**src/rtl/loader_pkg.sv**
```systemverilog
// Shared types and widths for the boot-time program loader.
package loader_pkg;

  localparam int unsigned BYTE_W = 8;
  localparam int unsigned WORD_W = 16;
  localparam int unsigned LEN_W  = 16;
  localparam int unsigned CSUM_W = 16;

  typedef enum logic [3:0] {
    IDLE,
    LEN_HI,
    LEN_LO,
    DATA_HI,
    DATA_LO,
    WRITE,
    CK_HI,
    CK_LO,
    DONE
  } loader_state_e;

endpackage

```
**src/rtl/mem_loader_if.sv**
```systemverilog
// Byte stream in, memory write port and CPU hold/status out.
interface mem_loader_if
  import loader_pkg::*;
#(
  parameter int unsigned ADDR_W = 10
);

  logic              load_start;
  logic [BYTE_W-1:0] byte_in;
  logic              byte_valid;
  logic              byte_ready;
  logic [ADDR_W-1:0] mem_addr;
  logic [WORD_W-1:0] mem_data;
  logic              mem_w_en;
  logic              busy;
  logic              done;
  logic              err;
  logic              cpu_hold;

  modport master (
    output load_start, byte_in, byte_valid,
    input  byte_ready, mem_addr, mem_data, mem_w_en, busy, done, err, cpu_hold
  );

  modport slave (
    input  load_start, byte_in, byte_valid,
    output byte_ready, mem_addr, mem_data, mem_w_en, busy, done, err, cpu_hold
  );

endinterface

```
**src/rtl/loader_csum.sv**
```systemverilog
// 16-bit running sum of the words written during one load.
module loader_csum
  import loader_pkg::*;
(
  input  logic              clk,
  input  logic              rst_n,
  input  logic              clear_i,
  input  logic              add_i,
  input  logic [CSUM_W-1:0] data_i,
  output logic [CSUM_W-1:0] sum_o
);

  logic [CSUM_W-1:0] sum_q, sum_d;

  always_comb begin
    sum_d = sum_q;
    if (clear_i) begin
      sum_d = '0;
    end else if (add_i) begin
      sum_d = sum_q + data_i;
    end
  end

  always_ff @(posedge clk or negedge rst_n) begin
    if (!rst_n) begin
      sum_q <= '0;
    end else begin
      sum_q <= sum_d;
    end
  end

  assign sum_o = sum_q;

endmodule

```
**src/rtl/mem_loader.sv**
```systemverilog
// Boot loader: length header + big-endian words into instruction memory, CPU held until done.
// Optional trailing checksum check enabled by defining LOADER_CHECKSUM_EN.
module mem_loader
  import loader_pkg::*;
#(
  parameter int unsigned ADDR_W     = 10,
  parameter int unsigned START_ADDR = 0
)
(
  input  logic         clk,
  input  logic         reset,
  mem_loader_if.slave  bus
);

  localparam int unsigned       CAP   = (32'd1 << ADDR_W) - START_ADDR;
  localparam logic [ADDR_W-1:0] START = ADDR_W'(START_ADDR);

`ifdef LOADER_CHECKSUM_EN
  localparam loader_state_e POST_DATA = CK_HI;
`else
  localparam loader_state_e POST_DATA = DONE;
`endif

  loader_state_e     state_q, state_d;
  logic [ADDR_W-1:0] addr_q, addr_d;
  logic [WORD_W-1:0] data_q, data_d;
  logic [LEN_W-1:0]  cnt_q, cnt_d;
  logic [BYTE_W-1:0] hi_q, hi_d;
  logic              w_en_q, w_en_d;
  logic              ready_q, ready_d;
  logic              busy_q, busy_d;
  logic              done_q, done_d;
  logic              err_q, err_d;
  logic              hold_q, hold_d;

  logic              xfer_c;
  logic              start_c;
  logic [WORD_W-1:0] rx_word_c;

  assign xfer_c    = bus.byte_valid && ready_q;
  assign start_c   = bus.load_start && !busy_q;
  assign rx_word_c = {hi_q, bus.byte_in};

`ifdef LOADER_CHECKSUM_EN
  logic [CSUM_W-1:0] csum_c;

  loader_csum u_csum (
    .clk     (clk),
    .rst_n   (reset),
    .clear_i (start_c),
    .add_i   (w_en_q),
    .data_i  (data_q),
    .sum_o   (csum_c)
  );
`endif

  // Next-state and next-output logic; every output is registered from these.
  always_comb begin
    state_d = state_q;
    addr_d  = addr_q;
    data_d  = data_q;
    cnt_d   = cnt_q;
    hi_d    = hi_q;
    w_en_d  = 1'b0;
    done_d  = done_q;
    err_d   = err_q;
    hold_d  = hold_q;

    case (state_q)
      IDLE, DONE: begin
        if (start_c) begin
          state_d = LEN_HI;
          addr_d  = START;
          done_d  = 1'b0;
          err_d   = 1'b0;
          hold_d  = 1'b1;
        end
      end
      LEN_HI: begin
        if (xfer_c) begin
          hi_d    = bus.byte_in;
          state_d = LEN_LO;
        end
      end
      LEN_LO: begin
        if (xfer_c) begin
          cnt_d = rx_word_c;
          if (rx_word_c == '0) begin
            state_d = POST_DATA;
          end else if (32'(rx_word_c) > CAP) begin
            err_d   = 1'b1;
            state_d = DONE;
          end else begin
            state_d = DATA_HI;
          end
        end
      end
      DATA_HI: begin
        if (xfer_c) begin
          hi_d    = bus.byte_in;
          state_d = DATA_LO;
        end
      end
      DATA_LO: begin
        if (xfer_c) begin
          data_d  = rx_word_c;
          w_en_d  = 1'b1;
          state_d = WRITE;
        end
      end
      WRITE: begin
        addr_d  = addr_q + ADDR_W'(1);
        cnt_d   = cnt_q - LEN_W'(1);
        state_d = (cnt_q == LEN_W'(1)) ? POST_DATA : DATA_HI;
      end
`ifdef LOADER_CHECKSUM_EN
      CK_HI: begin
        if (xfer_c) begin
          hi_d    = bus.byte_in;
          state_d = CK_LO;
        end
      end
      CK_LO: begin
        if (xfer_c) begin
          if (rx_word_c != csum_c) begin
            err_d = 1'b1;
          end
          state_d = DONE;
        end
      end
`endif
      default: state_d = IDLE;
    endcase

    // Successful completion releases the CPU on entry to DONE.
    if (state_d == DONE && state_q != DONE && !err_d) begin
      done_d = 1'b1;
      hold_d = 1'b0;
    end

    ready_d = state_d inside {LEN_HI, LEN_LO, DATA_HI, DATA_LO, CK_HI, CK_LO};
    busy_d  = !(state_d inside {IDLE, DONE});
  end

  always_ff @(posedge clk or negedge reset) begin
    if (!reset) begin
      state_q <= IDLE;
      addr_q  <= START;
      data_q  <= '0;
      cnt_q   <= '0;
      hi_q    <= '0;
      w_en_q  <= 1'b0;
      ready_q <= 1'b0;
      busy_q  <= 1'b0;
      done_q  <= 1'b0;
      err_q   <= 1'b0;
      hold_q  <= 1'b1;
    end else begin
      state_q <= state_d;
      addr_q  <= addr_d;
      data_q  <= data_d;
      cnt_q   <= cnt_d;
      hi_q    <= hi_d;
      w_en_q  <= w_en_d;
      ready_q <= ready_d;
      busy_q  <= busy_d;
      done_q  <= done_d;
      err_q   <= err_d;
      hold_q  <= hold_d;
    end
  end

  assign bus.byte_ready = ready_q;
  assign bus.mem_addr   = addr_q;
  assign bus.mem_data   = data_q;
  assign bus.mem_w_en   = w_en_q;
  assign bus.busy       = busy_q;
  assign bus.done       = done_q;
  assign bus.err        = err_q;
  assign bus.cpu_hold   = hold_q;

endmodule

```
**src/flat_wrapper.sv**
```systemverilog
// flat-port wrapper written by rule: the top's interface ports become plain ports
module mem_loader_flat import loader_pkg::*;
#(
  parameter int unsigned ADDR_W     = 10,
  parameter int unsigned START_ADDR = 0
)
  (clk, reset, bus_load_start, bus_byte_in, bus_byte_valid, bus_byte_ready, bus_mem_addr, bus_mem_data, bus_mem_w_en, bus_busy, bus_done, bus_err, bus_cpu_hold);
  mem_loader_if #(.ADDR_W(ADDR_W)) bus_i ();
  input  logic clk;
  input  logic reset;
  input wire logic [$bits(bus_i.load_start)-1:0] bus_load_start;
  input wire logic [$bits(bus_i.byte_in)-1:0] bus_byte_in;
  input wire logic [$bits(bus_i.byte_valid)-1:0] bus_byte_valid;
  output wire logic [$bits(bus_i.byte_ready)-1:0] bus_byte_ready;
  output wire logic [$bits(bus_i.mem_addr)-1:0] bus_mem_addr;
  output wire logic [$bits(bus_i.mem_data)-1:0] bus_mem_data;
  output wire logic [$bits(bus_i.mem_w_en)-1:0] bus_mem_w_en;
  output wire logic [$bits(bus_i.busy)-1:0] bus_busy;
  output wire logic [$bits(bus_i.done)-1:0] bus_done;
  output wire logic [$bits(bus_i.err)-1:0] bus_err;
  output wire logic [$bits(bus_i.cpu_hold)-1:0] bus_cpu_hold;
  assign bus_i.load_start = bus_load_start;
  assign bus_i.byte_in = bus_byte_in;
  assign bus_i.byte_valid = bus_byte_valid;
  assign bus_byte_ready = bus_i.byte_ready;
  assign bus_mem_addr = bus_i.mem_addr;
  assign bus_mem_data = bus_i.mem_data;
  assign bus_mem_w_en = bus_i.mem_w_en;
  assign bus_busy = bus_i.busy;
  assign bus_done = bus_i.done;
  assign bus_err = bus_i.err;
  assign bus_cpu_hold = bus_i.cpu_hold;
  mem_loader #(.ADDR_W(ADDR_W), .START_ADDR(START_ADDR)) u_core (.clk(clk), .reset(reset), .bus(bus_i));
endmodule
```
**config.mk**
```make
export PLATFORM = sky130hd
export DESIGN_NAME = mem_loader_flat
export DESIGN_NICKNAME = d
export VERILOG_FILES = /design/src/rtl/loader_pkg.sv /design/src/rtl/mem_loader_if.sv /design/src/rtl/loader_csum.sv /design/src/rtl/mem_loader.sv /design/src/flat_wrapper.sv
export SDC_FILE = /design/constraint.sdc
export NUM_CORES = 1
export LEC_CHECK = 0
export CORE_MARGIN = 1
export CORE_UTILIZATION = 43
export DETAILED_ROUTE_END_ITERATION = 12
export PLACE_DENSITY = 0.69
export SLEW_MARGIN = 20
export SYNTH_ARGS = -nofsm -noshare
export SYNTH_HDL_FRONTEND = slang
export SYNTH_SLANG_ARGS = --single-unit
```
**constraint.sdc**
```tcl
create_clock -name clk -period 1.75 [get_ports clk]
set_input_delay 0.525 -clock clk [delete_from_list [all_inputs] [get_ports clk]]
set_output_delay 0.525 -clock clk [all_outputs]
set_load 0.02 [all_outputs]
```
==> flow_summary.toml <==
[power_and_ir_drop]
fin_total_pwr_mw = 6.29
leakagePower_nw = 2.15
power_density_nw_per_um2 = 1450
ir_worst_vdd_uv = 1100

[setup_path]
crit_chain = "or3b_4, or3_4, nand2_2, o21ai_2, a221o_1"
reg2reg_depth = 5
cp_top_family = "simple AND/OR/NAND/NOR gates"
crit_cells = 5
crit_required_ns = 1.98
start_kind = "flop"
cp_max_fo = 7
cp.arrival_ns = 2.09
max_stage_delay_ns = 0.49
slowest_stage = "or3_4"
crit_buf_inv = 0
crit_path_end_kind = "flop"
critical_path_class = "flop to flop"

[run]
maxCapViolations = 0

[sta]
worstMarginPinSlew_ns = 0.404
setup_ws_ns = -0.115
finalSetupViolCount = 18
final-max-slew-violation-count = 0
hold_viol = 0
fin_crit_sh = 1.07
max_freq_ghz = 0.536
grt_setup_unrepaired = "yes"
finalCriticalPeriod_ns = 1.86
fin_skew_ns = 0.0117
fin_hold_ws_ns = 0.101
max_slew_margin = 0.731

[clock_tree]
clockBufferDepth = 2
cts_tree = "done"
htreeDepth = 3
cts_buffers = 9
clkSlewWorstSetupHoldPaths_ns = 0.07
root_buffer = "clkbuf_8"
clock_latency_ns = 0.34
clock_sinks = 60

[cells_and_area]
drive_above_1_share = 0.420
syn_to_final_growth_pct = 52.0
layout.nets = 403
num-fill-cells = 514
diodes = 0
stdcell_count = 470

[detailed_routing]
antenna_left = 0
drt_iter0_markers = 174
vias_per_cell = 5.58
drt_wl_total_um = 8360
route.detailed.drc = 0
dr.pass1.iters = 4
num_vias = 2623
wl_per_cell_um = 17.8

[yosys]
synthDistinctLibCells = 54
ys_seq_area_frac = 0.525
ys_ff_latch = 60
post-synth-top-count-cell = "dfrtp_1"
ys.warnings.count = 0
synth_flop_cell = "dfrtp_1"
syn_avg_cell_area_um2 = 10.6
yosys-top-cells-area = "dfrtp_1 (52%), mux2_2 (8.7%), nand2_1 (3.7%)"
synth_edf_count = 0
synth-async-reset-ratio = 1.00
synth_nets = 286
synth_top_area_frac = 0.516
synth_commonest_cells = "dfrtp_1 (59), nand2_1 (28), mux2_2 (22)"
syn-cell-area_um2 = 2860
synthCells = 271
synth_top_area_cell = "dfrtp_1"

[placement]
place_ws_ns = -0.654
io_buffer_count = 43
dp.cells = 439
place_hpwl_um = 5380
gp_congestion = 0.838

[grt]
grt_pass1_vias = 2736
antenna_found_initial = 0
grt_pass1_wl_um = 13300
track_usage = 0.245
gr-total-overflow = 0
grt_max_degree = 41

[floorplanning]
initial_core_util = 0.448
die_w_um = 83.6
core_area_um2 = 6390
die_h_um = 83.6
die_area_um2 = 6980
io_pins = 44
fp-row-count = 29

[status]
outcome = "finished, violations left"
violations = "negative setup slack"

[hold_path]
min_path_type = "input port to asynchronous set/reset pin"
[power by group]
group          total (mW)  switching, mW  leakage, nW  internal (mW)
combinational        2.77           1.43         1.28           1.34
sequential           2.25          0.388        0.771           1.86
clock                1.27          0.602       0.0958          0.664
[placed cells by master (no fill, tap or decap), types with 5 or more instances in the layout]
cell type and count:
buf_4 60, dfrtp_1 59, dlygate4sd2_1 36, nand2_1 25, mux2_2 22, nor2_1 14
a21oi_1 12, o21ai_0 11, nand3_1 10, buf_6 10, inv_1 9, clkbuf_8 9
nor3_2 7, nor3_1 6, nor4_4 5, o211ai_1 5
[state kept, by name (all words and copies together) (netlist names)]
signal and flops:
u_core.bus.mem_data 16, u_core.cnt_q 16, u_core.bus.mem_addr 10, u_core.hi_q 8, u_core.state_q 4, u_core.bus.busy 1
u_core.bus.byte_ready 1, u_core.bus.cpu_hold 1, u_core.bus.done 1, u_core.bus.err 1, u_core.bus.mem_w_en 1
[final timing paths]
path | to | slack (ns) | from
worst min-delay path | u_core.state_q[3] | 0.10 | reset
worst max register to register | u_core.cnt_q[9] | -0.11 | u_core.state_q[0]
worst max-delay path | u_core.cnt_q[9] | -0.11 | u_core.state_q[0]
min in group clk | u_core.bus.cpu_hold | 0.46 | u_core.bus.cpu_hold
max in group asynchronous | u_core.cnt_q[5] | 1.08 | reset
worst min register to register | u_core.bus.cpu_hold | 0.46 | u_core.bus.cpu_hold
[worst reg2reg max path, delay by kind of cell, from the launching register on]
kind / cells / cell delay (ns)
flip-flops: 1 / 0.42
AND/OR/NAND/NOR: 3 / 1.00
AO/OA/AOI/OAI: 2 / 0.33
[cells by family (layout without fill, tap and decap cells)]
| logic type | after synthesis | in the layout | synth area share |
|---|---|---|---|
| AO/OA/AOI/OAI | 57 | 57 | 0.126 |
| adder cells (fa/ha/maj) | 3 | 3 | 0.0131 |
| buffers and inverters | 20 | 142 | 0.0315 |
| flip-flops | 60 | 60 | 0.525 |
| multiplexers | 23 | 23 | 0.0901 |
| AND/OR/NAND/NOR | 108 | 108 | 0.214 |
[metrics by stage]
| step | instance area [µm²] | setup TNS, ns | utilization |
|---|---|---|---|
| 2_1_floorplan | 2880 | -0.111 | - |
| 3_3_place_gp | 3820 | -21.72 | 0.598 |
| 3_5_place_dp | 3820 | -22.82 | 0.598 |
| 4_1_cts | 4150 | -0.603 | 0.650 |
| 5_1_grt | 4350 | -2.52 | 0.681 |
| 6_report | 4350 | -0.887 | 0.681 |
[metal layers]
metal | global-route usage | wire [µm] | vias to the layer above
met5 | 0 | 0 | -
met2 | 0.419 | 4290 | 99
met1 | 0.294 | 3390 | 1262
li1 | - | - | 1234
met3 | 0.0633 | 448 | 28
met4 | 0.0940 | 243 | 0
[area by class of cell]
| type | instances | area, µm² | area share |
|---|---|---|---|
| inverter | 10 | 37.5 | 0.00863 |
| tap | 77 | 96.3 | 0.0222 |
| sequential | 60 | 1500 | 0.346 |
| clock inverter | 7 | 76.3 | 0.0175 |
| timing repair buffer | 116 | 1010 | 0.232 |
| multi-input combinational | 191 | 1500 | 0.345 |
| clock buffer | 9 | 124 | 0.0285 |
[repair_timing]
action                                  4_1_cts  5_1_grt
endpoints found under the setup margin       75       49
buffers inserted                              3       12
gates resized for setup                      75       26
pin swaps                                    28       18
hold buffers                                  0        0
endpoints found under the hold margin         0        0
(Power assumes the default switching activity.)
